--- src/rtl/user_ram_arbiter.sv ---
// Two-requester valid/ready arbiter and sequencer in front of a single-port synchronous user_ram.
// Define USER_RAM_ARB_FIXED_PRIO_EN to give requester 0 fixed priority instead of round-robin.
module user_ram_arbiter #(
  parameter int unsigned ADDR_BIT = 8
) (
  input  logic                clk_i,
  input  logic                rst_i,

  input  logic                req0_valid_i,
  input  logic                req0_we_i,
  input  logic [ADDR_BIT-1:0] req0_addr_i,
  input  logic [31:0]         req0_wdata_i,
  output logic                req0_ready_o,
  output logic [31:0]         req0_rdata_o,
  output logic                req0_rvalid_o,

  input  logic                req1_valid_i,
  input  logic                req1_we_i,
  input  logic [ADDR_BIT-1:0] req1_addr_i,
  input  logic [31:0]         req1_wdata_i,
  output logic                req1_ready_o,
  output logic [31:0]         req1_rdata_o,
  output logic                req1_rvalid_o,

  output logic                ram_wr_en_o,
  output logic                ram_rd_en_o,
  output logic [ADDR_BIT-1:0] ram_addr_o,
  output logic [31:0]         ram_di_o,
  input  logic [31:0]         ram_do_i
);

  typedef enum logic {
    ST_IDLE    = 1'b0,
    ST_RD_DATA = 1'b1
  } state_e;

  state_e      state_q, state_d;
  logic        rd_owner_q, rd_owner_d;
  logic [31:0] rdata0_q, rdata0_d;
  logic [31:0] rdata1_q, rdata1_d;
  logic        rvalid0_q, rvalid0_d;
  logic        rvalid1_q, rvalid1_d;
  logic        gnt0, gnt1;

`ifndef USER_RAM_ARB_FIXED_PRIO_EN
  logic        last_gnt_q, last_gnt_d;
`endif

  // Grants are gated by rst_i so every command output drops as soon as reset asserts.
  always_comb begin
    gnt0 = 1'b0;
    gnt1 = 1'b0;
    if (rst_i && (state_q == ST_IDLE)) begin
`ifdef USER_RAM_ARB_FIXED_PRIO_EN
      gnt0 = req0_valid_i;
      gnt1 = req1_valid_i & ~req0_valid_i;
`else
      if (req0_valid_i && req1_valid_i) begin
        gnt0 = last_gnt_q;
        gnt1 = ~last_gnt_q;
      end else begin
        gnt0 = req0_valid_i;
        gnt1 = req1_valid_i;
      end
`endif
    end
  end

  always_comb begin
    ram_wr_en_o = 1'b0;
    ram_rd_en_o = 1'b0;
    ram_addr_o  = '0;
    ram_di_o    = '0;
    if (gnt0) begin
      ram_wr_en_o = req0_we_i;
      ram_rd_en_o = ~req0_we_i;
      ram_addr_o  = req0_addr_i;
      ram_di_o    = req0_wdata_i;
    end else if (gnt1) begin
      ram_wr_en_o = req1_we_i;
      ram_rd_en_o = ~req1_we_i;
      ram_addr_o  = req1_addr_i;
      ram_di_o    = req1_wdata_i;
    end
  end

  assign req0_ready_o  = gnt0;
  assign req1_ready_o  = gnt1;
  assign req0_rdata_o  = rdata0_q;
  assign req1_rdata_o  = rdata1_q;
  assign req0_rvalid_o = rvalid0_q;
  assign req1_rvalid_o = rvalid1_q;

  always_comb begin
    state_d    = state_q;
    rd_owner_d = rd_owner_q;
    rdata0_d   = rdata0_q;
    rdata1_d   = rdata1_q;
    rvalid0_d  = 1'b0;
    rvalid1_d  = 1'b0;
`ifndef USER_RAM_ARB_FIXED_PRIO_EN
    last_gnt_d = last_gnt_q;
    if (gnt0 || gnt1) begin
      last_gnt_d = gnt1;
    end
`endif
    unique case (state_q)
      ST_IDLE: begin
        if ((gnt0 && !req0_we_i) || (gnt1 && !req1_we_i)) begin
          state_d    = ST_RD_DATA;
          rd_owner_d = gnt1;
        end
      end
      ST_RD_DATA: begin
        // RAM output is only trusted here, the cycle after rd_en.
        if (rd_owner_q) begin
          rdata1_d  = ram_do_i;
          rvalid1_d = 1'b1;
        end else begin
          rdata0_d  = ram_do_i;
          rvalid0_d = 1'b1;
        end
        state_d = ST_IDLE;
      end
      default: state_d = ST_IDLE;
    endcase
  end

  always_ff @(posedge clk_i or negedge rst_i) begin
    if (!rst_i) begin
      state_q    <= ST_IDLE;
      rd_owner_q <= 1'b0;
      rdata0_q   <= '0;
      rdata1_q   <= '0;
      rvalid0_q  <= 1'b0;
      rvalid1_q  <= 1'b0;
    end else begin
      state_q    <= state_d;
      rd_owner_q <= rd_owner_d;
      rdata0_q   <= rdata0_d;
      rdata1_q   <= rdata1_d;
      rvalid0_q  <= rvalid0_d;
      rvalid1_q  <= rvalid1_d;
    end
  end

`ifndef USER_RAM_ARB_FIXED_PRIO_EN
  always_ff @(posedge clk_i or negedge rst_i) begin
    if (!rst_i) begin
      last_gnt_q <= 1'b1;
    end else begin
      last_gnt_q <= last_gnt_d;
    end
  end
`endif

endmodule
--- config.mk ---
export PLATFORM = sky130hd
export DESIGN_NAME = user_ram_arbiter
export DESIGN_NICKNAME = d
export VERILOG_FILES = /design/src/rtl/user_ram_arbiter.sv
export SDC_FILE = /design/constraint.sdc
export NUM_CORES = 1
export LEC_CHECK = 0
export ABC_AREA = 1
export BUFFER_PORTS_ARGS = -buffer_cell sky130_fd_sc_hd__buf_2
export CAP_MARGIN = 25
export CORE_MARGIN = 5
export CORE_UTILIZATION = 25
export CTS_CLUSTER_SIZE = 28
export DETAILED_ROUTE_END_ITERATION = 12
export REMOVE_ABC_BUFFERS = 1
export SLEW_MARGIN = 0
export SYNTH_ARGS = -nofsm -noshare
export SYNTH_HDL_FRONTEND = slang
export SYNTH_SLANG_ARGS = --single-unit
--- constraint.sdc ---
create_clock -name clk_i -period 2.9 [get_ports clk_i]
set_clock_uncertainty 0.1 [all_clocks]
set_input_delay 0.58 -clock clk_i [delete_from_list [all_inputs] [get_ports clk_i]]
set_output_delay 0.58 -clock clk_i [all_outputs]
set_load 0.05 [all_outputs]
; Word-level counts from Yosys, hierarchy flattened
; Index checks and enable logic that the tools add are counted.
[totals]
ff_bits = 69
in_bits = 118
output_inout_bits = 110
wordCells = 41
[op_classes]
bitwise_logic = 5
muxes = 18
n_reduce_logical = 11
[ops]
columns = op, count
row1 = $mux W32, 2
row2 = $mux W8, 2
row3 = $mux W1, 13
row4 = $reduce_and A2 Y1, 3
row5 = $not A1 Y1, 5
row6 = $logic_and A1 B1 Y1, 4
row7 = $logic_not A1 Y1, 2
row8 = $logic_or A1 B1 Y1, 2
row9 = $pmux W1 S2, 1

; Depth between registers and ports, before layout
[depth]
ltp_word = 7
ltp_mapped = 7
mapped_depth_nobuf = 6

; Least setup slack after synthesis
; Ideal clock, no wire load.
[synth_path]
path_type = input to output
startpoint = input port rst_i
endpoint = output port ram_rd_en_o
required_ns = 2.220
slack_ns = 0.260
path_stages = 4
n_path_buf = 0
t_arrival_ns = 1.960
cell_sequence = inv_1 nor2_2 nand3_2 o21ai_0
[synth_between]
elab_chain_len = 4
elab_cells_between_ends = 5
cone_classes = mux: 4 / reduce/logical: 1
[synth_lines]
columns = item, line_no
row1 = "start, declared", 7  ; input logic rst_i,
row2 = $logic_and A1 B1 Y1 (*), 53  ; if (rst_i && (state_q == ST_IDLE)) begin
row3 = $mux W1, 53
row4 = $mux W1, 79  ; end else if (gnt1) begin
row5 = $mux W1 (*), 74  ; if (gnt0) begin
row6 = "end, declared", 26  ; output logic ram_rd_en_o,
; Every way passes the cells marked *; elsewhere a longest branch is shown, timed or not.

; Final worst setup path
[layout_path]
startpoint = register last_gnt_q
endpoint = output port ram_wr_en_o
[layout_between]
elab_chain_len = 5
elab_cells_between_ends = 7
cone_classes = mux: 6 / bitwise: 1
[layout_lines]
columns = item, line_no
row1 = "start, declared", 46  ; logic last_gnt_q, last_gnt_d;
row2 = "start signal, assigned", 152  ; last_gnt_q <= last_gnt_d;
row3 = $not A1 Y1, 60  ; gnt1 = ~last_gnt_q;
row4 = $mux W1, 58  ; if (req0_valid_i && req1_valid_i) begin
row5 = $mux W1, 53
row6 = $mux W1, 79
row7 = $mux W1 (*), 74
row8 = "end, declared", 25  ; output logic ram_wr_en_o,
; Marks and branches as above.

==> reports/metrics.yaml <==
hold_viol_final: 0
path_clk_slew_ns: 0.06
final_common_cell: "buf_2"
fmax_mhz: 383
htree_levels: 3
drive_gt1_share_pct: 45.6
clkPwrFrac_pct: 19.3
grt_pass1_vias: 3605
crit_chain: "inv_1 > nand2_1 > nand3_2 > inv_4 > nand2_1 > o21ai_0 > buf_2"
final_cell_mix: "buf_2 (226), nand2_1 (187), dfrtp_1 (68)"
syn_avg_cell_area_sq_um: 8.33
worstHoldStart: "req0_rdata_o[19]"
path_class: "flip-flop to output pin"
p_per_area_nw_per_um2: 1140
p_leak_nw: 2.89
p_sw_mw: 2.81
worstPathMaxFanout: 43
synth-seq-cells: 69
antenna_found_initial: 4
crit_path_start_kind: "flip-flop"
vdd_drop_max_uv: 363
cpPeakStageDelay_ns: 0.53
vias_per_cell: 4.20
fin_crit_ns: 2.61
syn_inst: 394
power_mw: 5.46
placed_area_sq_um: 4510
dieWidth_um: 125
r2r_end: "req1_rdata_o[15]"
pwr-share-seq_pct: 29.1
status: "complete, no violations"
r2r_setup_slack_ns: 1.30
p_int_mw: 2.66
cts_setup_buffers: 0
dp_hpwl_um: 9420
firstDrtPassIters: 4
drc_errors: 0
rsz0062_at_grt: "no"
grt_pass1_wl_um: 18500
vias: 3345
crit_required_ns: 2.22
root_buffer: "clkbuf_16"
setup_viol: 0
layout_setup_ws_ns: 0.286
fin_crit_sh_pct: 90.2
crit_path_frequent_cell: "nand2_1"
die_h_um: 125
ys_warn_count: 0
cp_slowest_cell: "dfstp_2"
tns_ns: 0
synth-seq-area-share_pct: 52.7
initial_core_util_pct: 25.8
clk_path_buf_depth: 2
final_area_sq_um: 4810
drv_cap: 0
clkLatencyLatePin_ns: 0.32
hold_depth: 2
worstMarginPinSlew_ns: 0.872
grt_max_degree: 70
reg2reg_from: "rd_owner_q"
port_buffers: 227
dp_slack_ns: 0.337
grt-ovfl-total: 0
fin_hold_ws_ns: 0.377
layout.cells.non_filler: 797
end_kind: "output pin"
drt-initial-drc-count: 178
area_growth_pct: 46.7
cts_tree: "done"
antenna_violating_nets_post_route: 0
place.gp.congestion: 0.901
finalWirelength_um: 11700
post-route-util_pct: 37.8
cts_resized: 0
switching_share_pct: 51.4
ctsHoldBuffers: 0
hp-class: "flip-flop to flip-flop"
maxSlewViolCount: 0
arrival_ns: 1.93
numCtsBuffers: 9
min_to: "req0_rdata_o[19]"
track_usage_pct: 14.8
cts.sink_count: 69
routedWlPerCell_um: 14.6
max_slew_margin_pct: 41.9
num-nets-final: 734
die-area_sq_um: 15500
dp.cells: 777
synth_cell_types: 18
synth_area_sq_um: 3280
r2r_cells: 3
power_frac_comb_pct: 51.6
row_count: 41
coreArea_sq_um: 12700
io_pins: 228
cell usage after synthesis:
library cell / number / area share, %
nor2_1: 1 / 0.11
nand2_1: 188 / 22
inv_4: 1 / 0.19
clkbuf_1: 1 / 0.11
dfrtp_1: 68 / 52
buf_8: 4 / 1.8
o21ai_1: 6 / 0.92
o21ai_0: 37 / 5.6
nor2_2: 2 / 0.38
buf_2: 4 / 0.61
nand3_2: 2 / 0.61
dfstp_2: 1 / 0.80
inv_1: 38 / 4.3
buf_6: 10 / 3.4
clkbuf_2: 2 / 0.31
nand3_1: 1 / 0.15
o21ai_2: 26 / 6.9
inv_2: 2 / 0.23
worst max-delay path by stage:
stage	from	end	slack [ns]	cells after the start
5_1_grt	last_gnt_q	ram_wr_en_o	0.17	7
4_1_cts	last_gnt_q	ram_wr_en_o	0.26	7
3_5_place_dp	rst_i	ram_wr_en_o	0.34	8
6_report	last_gnt_q	ram_wr_en_o	0.29	7
2_1_floorplan	rst_i	ram_rd_en_o	0.19	6
3_3_place_gp	rst_i	ram_di_o[4]	0.40	8
critical path: cells and delay by family, from the launching register on:
family / cells / cell delay [ns]
AND/OR/NAND/NOR: 3 / 0.29
buffers and inverters: 3 / 0.67
AO/OA/AOI/OAI: 1 / 0.12
flip-flops: 1 / 0.53
sequential cells by signal (all words and copies together), names as in the netlist:
name,cells
req0_rvalid_o,1
req1_rvalid_o,1
req0_rdata_o,32
state_q,1
req1_rdata_o,32
last_gnt_q,1
rd_owner_q,1
area by class of cell:
class / instances / area, sq um
diodes: 4 / 10.0
clock buffers: 13 / 280
clock inverters: 3 / 17.5
fillers: 1380 / 7910
inverters: 41 / 156
multi-input cells: 263 / 1190
flip-flops and latches: 69 / 1730
well taps: 172 / 215
repair buffers: 232 / 1210
cells by family after synthesis:
family / count (synthesis) / synth area share, %
AO/OA/AOI/OAI: 69 / 13.5
flip-flops: 69 / 52.7
AND/OR/NAND/NOR: 194 / 22.8
buffers and inverters: 62 / 11.1
per-layer routing:
layer	global-route usage (%)	share of wire, %	vias to the layer above
met2	26.7	52	166
met1	15.8	37	1512
li1	-	-	1655
met3	5.23	9.5	12
met5	0	0	-
met4	5.93	1.7	0
power groups by stage:
stage | sequential (mW) | combinational, mW | clock (mW)
2_1_floorplan | 3.02 | 0.665 | 0
3_3_place_gp | 1.58 | 2.82 | 0
3_5_place_dp | 1.61 | 2.85 | 0
4_1_cts | 1.60 | 2.85 | 1.09
5_1_grt | 1.64 | 2.98 | 1.14
6_report | 1.59 | 2.82 | 1.06
(Power assumes the default switching activity.)
